## src/rtl/viterbi_decision_out.sv

```systemverilog
// viterbi_decision_out
// Final survivor selection and serial bit output of the Viterbi decoder.
// A captured trellis result is resolved in one SEL cycle (smaller signed
// metric wins, ties to path 00), then its three coded symbols are emitted
// one decoded bit at a time over a valid/ready handshake. Frame and
// symbol-error counters track completed frames.
module viterbi_decision_out (
  input  logic       CLK,
  input  logic       RST_N,
  input  logic       in_valid,
  output logic       in_ready,
  input  logic [7:0] END_00,
  input  logic [7:0] END_11,
  input  logic [5:0] temp_c00,
  input  logic [5:0] temp_c11,
  output logic       out_valid,
  input  logic       out_ready,
  output logic       out_bit,
  output logic       out_last,
  output logic       sym_err,
  output logic [7:0] best_metric,
  output logic [7:0] frame_cnt,
  output logic [7:0] err_cnt
);

  typedef enum logic [1:0] {IDLE, SEL, SHIFT} state_e;

  state_e      state_q, state_d;
  logic [7:0]  e00_q, e00_d;
  logic [7:0]  e11_q, e11_d;
  logic [5:0]  c00_q, c00_d;
  logic [5:0]  c11_q, c11_d;
  logic [5:0]  sreg_q, sreg_d;
  logic [1:0]  idx_q, idx_d;
  logic        err_q, err_d;
  logic [7:0]  best_q, best_d;
  logic [7:0]  fcnt_q, fcnt_d;
  logic [7:0]  ecnt_q, ecnt_d;

  logic        sel11;
  logic [5:0]  sel_hist;

  // A symbol pair of 01 or 10 is not a legal code word for either branch.
  function automatic logic pair_bad(input logic [1:0] p);
    return p[1] ^ p[0];
  endfunction

  // Decoded bit: 11->1, 00->0, and the ambiguous pairs take the first coded bit.
  function automatic logic pair_bit(input logic [1:0] p);
    return p[1];
  endfunction

  assign sel11    = $signed(e11_q) < $signed(e00_q);
  assign sel_hist = sel11 ? c11_q : c00_q;

  // Outputs decode straight from state; in_ready is held low while reset is asserted.
  assign in_ready    = RST_N && (state_q == IDLE);
  assign out_valid   = (state_q == SHIFT);
  assign out_bit     = out_valid && pair_bit(sreg_q[5:4]);
  assign out_last    = out_valid && (idx_q == 2'd2);
  assign sym_err     = err_q;
  assign best_metric = best_q;
  assign frame_cnt   = fcnt_q;
  assign err_cnt     = ecnt_q;

  // Next-state and datapath updates for capture, select and shift-out.
  always_comb begin
    state_d = state_q;
    e00_d   = e00_q;
    e11_d   = e11_q;
    c00_d   = c00_q;
    c11_d   = c11_q;
    sreg_d  = sreg_q;
    idx_d   = idx_q;
    err_d   = err_q;
    best_d  = best_q;
    fcnt_d  = fcnt_q;
    ecnt_d  = ecnt_q;
    case (state_q)
      IDLE: begin
        if (in_valid) begin
          e00_d   = END_00;
          e11_d   = END_11;
          c00_d   = temp_c00;
          c11_d   = temp_c11;
          state_d = SEL;
        end
      end
      SEL: begin
        sreg_d  = sel_hist;
        best_d  = sel11 ? e11_q : e00_q;
        err_d   = pair_bad(sel_hist[5:4]) | pair_bad(sel_hist[3:2]) |
                  pair_bad(sel_hist[1:0]);
        idx_d   = 2'd0;
        state_d = SHIFT;
      end
      SHIFT: begin
        // Nothing moves until the consumer takes the bit, so a stall holds
        // out_bit, out_last and the index.
        if (out_ready) begin
          sreg_d = {sreg_q[3:0], 2'b00};
          idx_d  = idx_q + 2'd1;
          if (idx_q == 2'd2) begin
            idx_d   = 2'd0;
            fcnt_d  = fcnt_q + 8'd1;
            if (err_q && (ecnt_q != 8'hFF))
              ecnt_d = ecnt_q + 8'd1;
            err_d   = 1'b0;
            state_d = IDLE;
          end
        end
      end
      default: state_d = IDLE;
    endcase
  end

  // State register; reset drops any frame in flight and clears the statistics.
  always_ff @(posedge CLK or negedge RST_N) begin
    if (!RST_N) begin
      state_q <= IDLE;
      e00_q   <= '0;
      e11_q   <= '0;
      c00_q   <= '0;
      c11_q   <= '0;
      sreg_q  <= '0;
      idx_q   <= '0;
      err_q   <= 1'b0;
      best_q  <= '0;
      fcnt_q  <= '0;
      ecnt_q  <= '0;
    end else begin
      state_q <= state_d;
      e00_q   <= e00_d;
      e11_q   <= e11_d;
      c00_q   <= c00_d;
      c11_q   <= c11_d;
      sreg_q  <= sreg_d;
      idx_q   <= idx_d;
      err_q   <= err_d;
      best_q  <= best_d;
      fcnt_q  <= fcnt_d;
      ecnt_q  <= ecnt_d;
    end
  end

endmodule

```

## config.mk

```make
export PLATFORM = sky130hd
export DESIGN_NAME = viterbi_decision_out
export DESIGN_NICKNAME = d
export VERILOG_FILES = /design/src/rtl/viterbi_decision_out.sv
export SDC_FILE = /design/constraint.sdc
export NUM_CORES = 1
export LEC_CHECK = 0
export BUFFER_PORTS_ARGS = -buffer_cell sky130_fd_sc_hd__buf_2
export CAP_MARGIN = 20
export CORE_MARGIN = 5
export CORE_UTILIZATION = 35
export DETAILED_ROUTE_END_ITERATION = 10
export GPL_ROUTABILITY_DRIVEN = 0
export PLACE_DENSITY = 0.57
export SETUP_SLACK_MARGIN = 0.3
export SYNTH_ARGS = -nofsm -noshare
export SYNTH_HDL_FRONTEND = slang
export SYNTH_SLANG_ARGS = --single-unit
```

## constraint.sdc

```tcl
create_clock -name CLK -period 5.1 [get_ports CLK]
set_input_delay 0.255 -clock CLK [delete_from_list [all_inputs] [get_ports CLK]]
set_output_delay 0.255 -clock CLK [all_outputs]
set_load 0.005 [all_outputs]
```

; Word-level counts from Yosys, hierarchy flattened
; Cells that the tools add are included.
[classes]
add_sub_neg = 3
mul = 0
div_mod_pow = 0
n_lt_le_gt_ge = 1
eq_ne = 7
shifts = 0
muxes = 14
n_bitwise = 5
n_reduce_logical = 12
[op_table]
columns = op, n
row1 = "adder 8 x 1 -> 8 bit, second input constant", 2
row2 = two-way mux 6 bit, 2
row3 = one-hot mux 6 bit (2 select lines), 1
row4 = two-way mux 2 bit, 5
row5 = AND reduction 3 bit, 3
row6 = < comparator 8 bit, 1
row7 = two-way mux 8 bit, 1
row8 = "!= test 8 bit, second input constant", 1
row9 = one-hot mux 2 bit (3 select lines), 1
row10 = "equality test 2 bit, second input constant", 2
row11 = logical AND 1 bit, 4
row12 = "!= test 2 x 1 -> 1 bit, second input constant", 2
row13 = one-hot mux 2 bit (2 select lines), 1
row14 = AND reduction 2 bit, 2
row15 = AND reduction 4 bit, 1
row16 = XOR 1 bit, 3
row17 = "adder 2 x 1 -> 2 bit, second input constant", 1
row18 = "equality test 2 x 1 -> 1 bit, second input constant", 1
row19 = zero test 2 bit, 1
row20 = two-way mux 1 bit, 2
row21 = "!= test 2 bit, second input constant", 1
row22 = OR 1 bit, 2
row23 = one-hot mux 1 bit (2 select lines), 1
row24 = nonzero test 2 bit, 1
[totals]
register_bits = 63
latchBits = 0
ramBits = 0
mem_bits_ro = 0
in_bits = 32
n_memories = 0

; Depth between registers and ports, before layout
; Gate-level depths: netlist of the first run.
[logic_depth]
ltp_word = 6
depth_mapped = 9

; Least setup slack after synthesis of the first run
; OpenSTA, ideal clock, no wires.
[synth_path]
kind = register to register
start = register e00_q[7]
end = register err_q, in the netlist sym_err
setup_ns = 0.136
arrival_ns = 1.879
path_slack_ns = 3.085
path_stages_with_launch = 9
n_path_buf = 0
period_less_slack_ns = 2.015
path_cell_list = dfrtp_1 inv_1 ha_1 a41oi_1 o21a_1 mux2_1 o221ai_1 a311o_1 o211ai_1
[synth_between]
elab_chain_cells = 6
word_cells_on_any_way = 8
[synth_lines]
columns = element, line
row1 = start: declaration, 29  ; logic [7:0] e00_q, e00_d;
row2 = start signal: assignment, 121  ; e00_q <= '0;
row3 = start signal: assignment, 133  ; e00_q <= e00_d;
row4 = < comparator 8 bit (*), 53  ; assign sel11 = $signed(e11_q) < $signed(e00_q);
row5 = two-way mux 6 bit (*), 54  ; assign sel_hist = sel11 ? c11_q : c00_q;
row6 = XOR 1 bit, 45  ; return p[1] ^ p[0];
row7 = OR 1 bit, 92  ; err_d = pair_bad(sel_hist[5:4]) | pair_bad(sel_hist[3:2]) |
row8 = OR 1 bit (*), 92
row9 = one-hot mux 1 bit (2 select lines) (*), 79  ; case (state_q)
row10 = end signal: assignment, 139  ; err_q <= err_d;
row11 = end: declaration, 35  ; logic err_q, err_d;
; Every way passes the cells marked *; elsewhere a longest branch is shown, timed or not.
; A chain may end at the register's enable or synchronous reset.

; Final worst setup path of the first run
[layout_path]
start = register e11_q[7]
end = register best_q[4], in the netlist best_metric[4]
[layout_between]
elab_chain_cells = 2
[layout_lines]
columns = element, line
row1 = start: declaration, 30  ; logic [7:0] e11_q, e11_d;
row2 = start signal: assignment, 122  ; e11_q <= '0;
row3 = start signal: assignment, 134  ; e11_q <= e11_d;
row4 = < comparator 8 bit, 53
row5 = two-way mux 8 bit, 91  ; best_d = sel11 ? e11_q : e00_q;
row6 = end signal: assignment, 140  ; best_q <= best_d;
row7 = end: declaration, 36  ; logic [7:0] best_q, best_d;
; No other way between the ends.

==> results of run 1 <==
-- synth_stat cells, types with 2 or more instances --
cell and count:
clkbuf_1 4, o211ai_1 2, nor2_1 7, xnor2_1 7, nand4_1 3, nor3b_1 2
nand2b_1 4, a2111oi_0 2, a22o_1 2, xor2_1 8, a21oi_1 4, o21ai_0 24
a22oi_1 2, and3_1 3, mux2_2 23, nand3_1 6, xnor2_2 3, nand2_2 3
nand2_1 32, ha_1 9, dfrtp_1 60, inv_1 14, mux2i_1 11, buf_2 3
-- power groups by stage --
stage | Clock, W | Combinational, W | Sequential (W)
2_1_floorplan | 0 | 0.000665 | 0.000778
3_3_place_gp | 0 | 0.000864 | 0.000814
3_5_place_dp | 0 | 0.000880 | 0.000819
4_1_cts | 0.000390 | 0.000883 | 0.000812
5_1_grt | 0.000411 | 0.000994 | 0.000842
6_report | 0.000371 | 0.000866 | 0.000807
-- through the flow --
step	setup WS, ns	area (um^2)	util [%]	hold WS, ns	cells
6_report	2.64	3510	42.9	0.129	433
5_1_grt	2.38	3510	42.9	0.117	433
4_1_cts	2.62	3510	42.9	0.111	433
3_5_place_dp	2.65	3340	40.8	0.461	418
3_3_place_gp	2.76	3340	40.8	0.457	418
2_1_floorplan	3.08	2920	-	-0.0406	258
-- worst reg2reg max path, delay by kind of cell, from the launching register on --
family	cells	cell delay [ns]
AOI/OAI and AO/OA	3	0.92
DFF	1	0.40
adders and majority gates	1	0.37
buffers and inverters	1	0.30
muxes	1	0.20
and+or+nand+nor	1	0.11
-- metal layers --
metal / share of wire, % / up-vias / wire [um]
met5: 0 / - / 0
met4: 0.68 / 0 / 41
met3: 5.6 / 4 / 339
met2: 50 / 45 / 3020
met1: 44 / 1007 / 2670
li1: - / 1029 / -
-- worst paths after layout --
kind | endpoint | depth (start not counted)
hold / removal | c00_q[2] | 3
max in group asynchronous | e11_q[2] | 2
setup reg to reg | best_metric[4] | 7
hold reg to reg | frame_cnt[7] | 1
min in group asynchronous | e00_q[3] | 2
setup / recovery | best_metric[4] | 7
-- flip-flops by register name, indices dropped and copies added, names as in the netlist --
name,flops
c00_q,6
state_q,2
idx_q,2
sreg_q,3
e00_q,8
c11_q,6
err_cnt,8
best_metric,8
e11_q,8
sym_err,1
frame_cnt,8
-- layout make-up --
cell class / instances / area (um^2) / area share, %
clock buffers: 13 / 159 / 4.53
well taps: 105 / 131 / 3.74
inverters: 14 / 52.6 / 1.50
clock inverters: 2 / 10.0 / 0.285
multi-input cells: 176 / 1330 / 37.9
repair buffers: 63 / 323 / 9.20
flip-flops and latches: 60 / 1500 / 42.8
-- kinds of logic (layout without fill, tap and decap cells) --
family | Yosys count | count (layout) | synth area share (%)
AND/OR/NAND/NOR | 70 | 70 | 12.8
flip-flops | 60 | 60 | 51.5
AO/OA/AOI/OAI | 44 | 44 | 9.56
multiplexers | 35 | 35 | 13.0
buffers and inverters | 22 | 92 | 3.09
XOR/XNOR | 18 | 18 | 6.18
adder cells (fa/ha/maj) | 9 | 9 | 3.86
==> run_results.csv, run 1 <==
group,metric,value,unit
grt,grt_antenna_before_repair,0,
floorplan,pin_count,61,
grt,grt_pass1_wl,10.3,mm
min_path,hold_class,"in2reg",
job,drv_cap,0,
yosys,synth_area_leaders,"dfrtp_1, mux2_2, o21ai_0",
sta,worst_pin_slew,0.801,ns
route,dr.first_iter.drc_count,77,
grt,grt_max_degree,61,
pwr,comb_power_share,42.4,%
finish,n_antenna_cell,0,
setup_path,crit_fanout,7,
sta,max-slew-margin-rel,46.6,%
setup_path,cp_top_family,"compound AO/OA/AOI/OAI gates",
clock_tree,htreeDepth,3,
sta,min_period_over_period,48.2,%
floorplan,die_w,101,um
setup_path,end_kind,"register",
setup_path,rr_startpoint,"e11_q[7]",
clock_tree,clkSinkCount,60,
route,ant_nets,0,
finish,nets,365,
sta,hold_viol_final,0,
setup_path,crit_path_start,"e11_q[7]",
grt,busiest_layer,"met2",
grt,overflow,0,
sta,slew_viol_final,0,
pwr,seqPwrFrac,39.5,%
floorplan,dieArea,10300,um^2
setup_path,crit_slowest_cell,"a22oi_1",
clock_tree,path_clk_slew,0.06,ns
grt,grt.met1_usage,16.1,%
clock_tree,ctsHoldBuffers,0,
yosys,yosys_warnings,0,
floorplan,start_util,35.7,%
yosys,syn_avg_cell_area,11.3,um^2
yosys,yosys_most_used_dff,"dfrtp_1",
grt,grt_pass1_vias,2137,
floorplan,die_y,101,um
setup_path,crit_type,"reg2reg",
setup_path,crit_path_max_incr_delay,0.47,ns
pwr,power,0.00204,W
pwr,p_int,0.00128,W
clock_tree,cts_buffers,9,
pwr,power.switching,0.000762,W
sta,max_freq,407,MHz
yosys,synth_area,2920,um^2
clock_tree,clkLatencyLatePin,0.33,ns
grt,grt_usage,12.8,%
yosys,ys_types,44,
pwr,leakagePower,1.76,nW
clock_tree,clockBufferDepth,2,
grt,gr-usage-met2,20.9,%
yosys,seq_area_frac_synth,51.5,%
pwr,power.density,583,nW/um^2
route,vias,2085,
yosys,synth_top_cell_area_share,51.5,%
floorplan,row_count,33,
setup_path,path_buf_inv,1,
sta,fin_tns_setup,0,ns
min_path,min_from,"temp_c00[2]",
placed_design,dp_hpwl,4.43,mm
route,drt-total-wl,6.06,mm
yosys,synthCells,258,
pwr,pwr-share-clk,18.2,%
yosys,synth.net_count,299,
finish,drive_gt1_share,34.5,%
setup_path,arrival,2.63,ns
yosys,synth_edf_count,0,
setup_path,worstPathRequired,5.27,ns
floorplan,core_area,8180,um^2
clock_tree,cts_tree,"built",
clock_tree,ctsResizeCount,0,
pwr,power_switching_share,37.2,%
yosys,ys_seq_elements,60,
clock_tree,post-cts-setup-buffers,0,
setup_path,worstPathCellList,"ha_1 > nand4_1 > a211o_2 > a22oi_1 > buf_4 > mux2i_1 > o21ai_0",
route,drtPass1Iterations,4,
clock_tree,cts_root_buf,"clkbuf_8",
status,status,"complete, no violations",
setup_path,crit_path_start_kind,"register",
route,wl_per_cell,14.0,um
sta,finalClockSkew,0.00634,ns
route,drc,0,
finish,most-common-layout-cells,"dfrtp_1, buf_2, nand2_1",
route,vias_per_cell,4.82,
sta,setup_violations,0,
sta,fin_crit,2.46,ns
setup_path,reg2reg_slack,2.64,ns
placed_design,port_buffers,60,
pwr,ir_drop,288,uV
finish,areaGrowthSynthToFinish,20.2,%
yosys,yosys.area.top_type,"dfrtp_1",
sta,rsz0062_at_grt,"false",
grt,grt_util_met3,4.75,%
finish,fillCellCount,829,
yosys,async_flop_share,100,%
Note: power is estimated with default switching activity, not from simulation.
==> inputs of run 2 (changes only) <==
--- a/config.mk
+++ b/config.mk
@@ -11,7 +11,7 @@
 export CORE_UTILIZATION = 35
 export DETAILED_ROUTE_END_ITERATION = 10
 export GPL_ROUTABILITY_DRIVEN = 0
-export PLACE_DENSITY = 0.57
+export PLACE_DENSITY = 0.59
 export SETUP_SLACK_MARGIN = 0.3
 export SYNTH_ARGS = -nofsm -noshare
 export SYNTH_HDL_FRONTEND = slang
==> constraint.sdc (replaced) <==
create_clock -name CLK -period 2.2 [get_ports CLK]
set_input_delay 0.11 -clock CLK [delete_from_list [all_inputs] [get_ports CLK]]
set_output_delay 0.11 -clock CLK [all_outputs]
set_load 0.005 [all_outputs]
==> run 2 against run 1 <==
Compared with the run above: worst hold slack worse by 0.13 ns; die area did not move; sequential power up 130%; wire length grew 8.6%.
==> run_results.csv, run 2 (synthesized netlist as in run 1, its figures left out) <==
group,metric,value,unit
sta,setup_violations,0,
placed_design,placed_cell_area,3430,um^2
sta,fin_crit,1.99,ns
sta,worst_pin_slew,0.788,ns
floorplan,pin_count,61,
pwr,comb_power_share,49.3,%
finish,areaGrowthSynthToFinish,35.8,%
route,drtPass1Iterations,4,
route,ant_nets,0,
setup_path,worstPathRequired,2.41,ns
finish,final_area,3960,um^2
pwr,power_switching_share,36.7,%
placed_design,port_buffers,60,
grt,overflow,0,
sta,rsz0062_at_grt,"true",
sta,slew_viol_final,0,
grt,grt_pass1_vias,2347,
clock_tree,cts_root_buf,"clkbuf_8",
clock_tree,clkSinkCount,60,
grt,grt_pass1_wl,11.1,mm
sta,finalClockSkew,0.00638,ns
sta,holdWs,0.00000117,ns
setup_path,crit_path_max_incr_delay,0.42,ns
clock_tree,clkLatencyLatePin,0.33,ns
grt,grt.met1_usage,17.6,%
grt,grt_util_met3,4.82,%
finish,fin_cells,465,
setup_path,arrival,2.20,ns
pwr,p_int,0.00362,W
sta,max_freq,503,MHz
pwr,pwr-share-clk,17.6,%
min_path,min_from,"END_00[5]",
setup_path,crit_type,"reg2reg",
floorplan,die_y,101,um
route,drc,0,
setup_path,worstPathCellList,"ha_4 > nand4_1 > a211o_2 > a22oi_2 > buf_4 > mux2i_2 > o21ai_1",
finish,seqCellArea,1500,um^2
grt,busiest_layer,"met2",
grt,grt_usage,13.8,%
pwr,power.density,1440,nW/um^2
clock_tree,path_clk_slew,0.07,ns
route,dr.first_iter.drc_count,68,
sta,hold_viol_final,0,
finish,nets,396,
floorplan,start_util,35.7,%
route,drt-total-wl,6.58,mm
setup_path,rr_startpoint,"e11_q[6]",
grt,grt_antenna_before_repair,0,
finish,drive_gt1_share,40.8,%
setup_path,crit_path_start_kind,"register",
finish,most-common-layout-cells,"dfrtp_1, buf_2, nand2_1",
floorplan,core_area,8180,um^2
sta,min_period_over_period,90.4,%
pwr,power.switching,0.00210,W
finish,n_antenna_cell,0,
clock_tree,htreeDepth,3,
status,status,"complete, no violations",
pwr,seqPwrFrac,33.1,%
placed_design,dp_hpwl,4.48,mm
setup_path,cp_top_family,"compound AO/OA/AOI/OAI gates",
finish,multiInputGateArea,1450,um^2
grt,grt_max_degree,61,
pwr,ir_drop,697,uV
finish,fillCellCount,778,
clock_tree,clockBufferDepth,2,
clock_tree,cts_tree,"built",
grt,gr-usage-met2,22.4,%
setup_path,crit_path_start,"e11_q[6]",
sta,max-slew-margin-rel,47.5,%
route,vias,2211,
floorplan,row_count,33,
setup_path,crit_slowest_cell,"dfrtp_1",
pwr,leakagePower,1.91,nW
placed_design,placedCellCount,424,
route,wl_per_cell,14.2,um
floorplan,dieArea,10300,um^2
setup_path,end_kind,"register",
route,vias_per_cell,4.75,
min_path,hold_class,"in2reg",
setup_path,path_buf_inv,1,
job,drv_cap,0,
clock_tree,cts_buffers,9,
floorplan,die_w,101,um
setup_path,crit_fanout,4,
-- run 2: worst min-delay path: stages --
cell	delay [ns]
buf_2	0.07
nand2_1	0.04
o21ai_0	0.07
-- run 2: metrics by stage --
stage / setup WS (ns) / total power, W / TNS (ns) / util [%]
after floorplan: 0.280 / 0.00346 / 0 / -
after detailed placement: 0.0731 / 0.00417 / 0 / 41.9
after global placement: -0.0364 / 0.00411 / -0.0364 / 41.9
after global routing: 0.114 / 0.00618 / 0 / 48.5
after CTS: 0.201 / 0.00559 / 0 / 47.9
final: 0.211 / 0.00571 / 0 / 48.5
-- run 2: worst paths after layout --
| path | endpoint | slack (ns) | depth (start not counted) |
|---|---|---|---|
| setup / recovery | best_metric[4] | 0.21 | 7 |
| hold / removal | e00_q[5] | 0.000001 | 3 |
| setup reg to reg | best_metric[4] | 0.21 | 7 |
| hold reg to reg | frame_cnt[7] | 0.47 | 1 |
| max in group asynchronous | sreg_q[1] | 1.18 | 3 |
| min in group asynchronous | err_cnt[2] | 0.50 | 3 |
-- run 2: what timing repair did --
item,in CTS,in global routing
endpoints found under the setup margin,11,12
resized for setup,23,9
setup buffers,5,2
pin swaps,6,9
hold buffers,18,0
hold endpoints to repair,77,0
-- run 2: final cells by class --
class / count / share of cell area (%)
Inverter: 14 / 1.42
Clock inverter: 4 / 1.20
Clock buffer: 12 / 3.92
Sequential cell: 60 / 37.9
Multi-Input combinational cell: 176 / 36.6
Timing Repair Buffer: 94 / 15.7
Tap cell: 105 / 3.32
-- run 2: power groups by stage --
stage          clock [W]  combinational [W]  sequential, W
2_1_floorplan          0            0.00165        0.00181
3_3_place_gp           0            0.00223        0.00188
3_5_place_dp           0            0.00227        0.00189
4_1_cts          0.00104            0.00267        0.00188
5_1_grt          0.00109            0.00313        0.00196
6_report         0.00100            0.00282        0.00189
-- run 2: layer usage --
| metal | vias up | share of wire (%) |
|---|---|---|
| li1 | 1094 | - |
| met1 | 1058 | 46 |
| met2 | 51 | 48 |
| met3 | 8 | 5.3 |
| met4 | 0 | 1.2 |
| met5 | - | 0 |
==> inputs of run 3 (changes only) <==
--- a/config.mk
+++ b/config.mk
@@ -5,10 +5,11 @@
 export SDC_FILE = /design/constraint.sdc
 export NUM_CORES = 1
 export LEC_CHECK = 0
-export BUFFER_PORTS_ARGS = -buffer_cell sky130_fd_sc_hd__buf_2
+export BUFFER_PORTS_ARGS = -buffer_cell sky130_fd_sc_hd__buf_4
 export CAP_MARGIN = 20
 export CORE_MARGIN = 5
 export CORE_UTILIZATION = 35
+export CTS_CLUSTER_SIZE = 24
 export DETAILED_ROUTE_END_ITERATION = 10
 export GPL_ROUTABILITY_DRIVEN = 0
 export PLACE_DENSITY = 0.59
==> run 3 against run 2 <==
Compared with the run above: final cell count increased by 1.9%; critical path depth is 1 higher; worst hold slack improved by 0.017 ns; setup slack improved by 0.033 ns; sequential power about the same; global-route usage down 0.61 points; first-iteration DRC count fell by 38%; non-clock buffer count grew 9; critical path type unchanged; critical endpoint is now sym_err; largest cell class unchanged; largest power group unchanged; highest routed layer unchanged.
==> run_results.csv, run 3 (synthesized netlist as in run 1, its figures left out) <==
group,metric,value,unit
pwr,power.switching,0.00210,W
floorplan,start_util,35.7,%
placed_design,dp_hpwl,4.59,mm
route,wl_per_cell,13.5,um
route,ant_nets,0,
setup_path,crit_fanout,3,
clock_tree,clockBufferDepth,2,
grt,grt_max_degree,47,
sta,min_period_over_period,88.9,%
min_path,hold_class,"in2reg",
route,drc,0,
route,vias_per_cell,4.77,
pwr,pwr-share-clk,15.1,%
setup_path,crit_slowest_cell,"dfrtp_1",
clock_tree,clkSinkCount,60,
route,vias,2259,
grt,overflow,0,
pwr,seqPwrFrac,33.3,%
finish,final_common_cell,"buf_4",
pwr,leakagePower,1.98,nW
clock_tree,path_clk_slew,0.07,ns
clock_tree,clkLatencyLatePin,0.33,ns
clock_tree,cts_buffers,9,
sta,fin_tns_setup,0,ns
setup_path,rr_startpoint,"e00_q[5]",
route,drtPass1Iterations,4,
route,drt-total-wl,6.41,mm
finish,fin_cells,474,
floorplan,die_w,101,um
setup_path,crit_path_start,"e00_q[5]",
setup_path,worstPathRequired,2.40,ns
sta,fin_crit,1.96,ns
setup_path,crit_path_max_incr_delay,0.39,ns
grt,grt_pass1_vias,2327,
sta,rsz0062_at_grt,"true",
sta,finalClockSkew,0.00744,ns
placed_design,port_buffers,60,
min_path,min_from,"END_11[5]",
sta,worst_pin_slew,0.592,ns
sta,hold_viol_final,0,
pwr,power_switching_share,37.0,%
finish,most-common-layout-cells,"buf_4, dfrtp_1, nand2_1",
floorplan,pin_count,61,
floorplan,core_area,8180,um^2
pwr,p_int,0.00358,W
pwr,comb_power_share,51.6,%
setup_path,arrival,2.16,ns
floorplan,die_y,101,um
pwr,power.density,1360,nW/um^2
grt,grt_antenna_before_repair,0,
setup_path,crit_path_start_kind,"register",
grt,grt_usage,13.2,%
placed_design,placedCellCount,424,
floorplan,row_count,33,
setup_path,end_kind,"register",
route,dr.first_iter.drc_count,42,
sta,slew_viol_final,0,
finish,nets,405,
floorplan,dieArea,10300,um^2
sta,max_freq,511,MHz
setup_path,crit_type,"reg2reg",
clock_tree,cts_root_buf,"clkbuf_8",
setup_path,worstPathCellList,"inv_2 > ha_4 > a41oi_4 > o21a_1 > mux2_4 > o221ai_2 > a311o_1 > o211ai_1",
finish,areaGrowthSynthToFinish,43.0,%
clock_tree,cts_tree,"built",
sta,setup_violations,0,
grt,grt_pass1_wl,10.8,mm
sta,max-slew-margin-rel,60.5,%
pwr,ir_drop,661,uV
finish,n_antenna_cell,0,
finish,drive_gt1_share,40.1,%
clock_tree,htreeDepth,3,
status,status,"complete, no violations",
job,drv_cap,0,
run 3: changes by cell type in the layout (fill, tap and decap cells not counted), sizes merged:
cell | before | now
buf | 76 | 78
bufinv | 1 | 0
dlygate4sd3 | 18 | 25
inv | 13 | 14
run 3: worst paths after layout:
kind | end | slack (ns) | cells after the start
min in group asynchronous | err_cnt[3] | 0.17 | 2
max in group asynchronous | best_metric[1] | 1.19 | 3
worst min-delay path | e11_q[5] | 0.02 | 2
worst min register to register | frame_cnt[7] | 0.47 | 1
worst max register to register | sym_err | 0.24 | 8
worst max-delay path | sym_err | 0.24 | 8
run 3: routing by layer:
metal,routed length [um],vias up,GRT usage (%)
met5,0,-,0
met1,2920,1086,16.5
met3,329,7,4.34
li1,-,1118,-
met4,64,0,3.58
met2,3100,48,21.9
run 3: through the flow:
| step | util [%] | total power (W) | setup slack, ns | instance area (um^2) | hold WS [ns] |
|---|---|---|---|---|---|
| floorplan | - | 0.00346 | 0.280 | 2950 | -0.186 |
| global placement | 43.8 | 0.00420 | -0.0397 | 3580 | -0.0236 |
| detailed placement | 43.8 | 0.00425 | 0.0503 | 3580 | -0.0229 |
| CTS | 50.8 | 0.00569 | 0.228 | 4150 | 0.0000640 |
| global route | 51.0 | 0.00611 | 0.149 | 4170 | 0.00294 |
| finish | 51.0 | 0.00568 | 0.245 | 4170 | 0.0166 |
run 3: cell type report:
cell class	instances	area, um^2
Sequential cell	60	1500
Clock inverter	4	25.0
Inverter	14	52.6
Clock buffer	12	145
Fill cell	756	4000
Tap cell	105	131
Timing Repair Buffer	103	852
Multi-Input combinational cell	176	1470
run 3: power by group through the flow:
stage	Clock (W)	Combinational, W	Sequential (W)
2_1_floorplan	0	0.00165	0.00181
3_3_place_gp	0	0.00231	0.00189
3_5_place_dp	0	0.00236	0.00190
4_1_cts	0.000891	0.00290	0.00190
5_1_grt	0.000938	0.00321	0.00196
6_report	0.000859	0.00293	0.00189
run 3: repair_timing:
action                                 in CTS  in global routing
setup endpoints to repair                  12                 11
setup buffers                               8                  1
hold buffers                               24                  1
resized for setup                          29                  2
endpoints found under the hold margin      37                  1
pin swaps                                   8                  3
run 3: critical path, delay by kind of cell (launching register included):
kind | cells | cell delay [ns]
adders and majority gates | 1 | 0.21
buffers and inverters | 1 | 0.08
DFF | 1 | 0.39
AOI/OAI and AO/OA | 5 | 0.82
muxes | 1 | 0.32
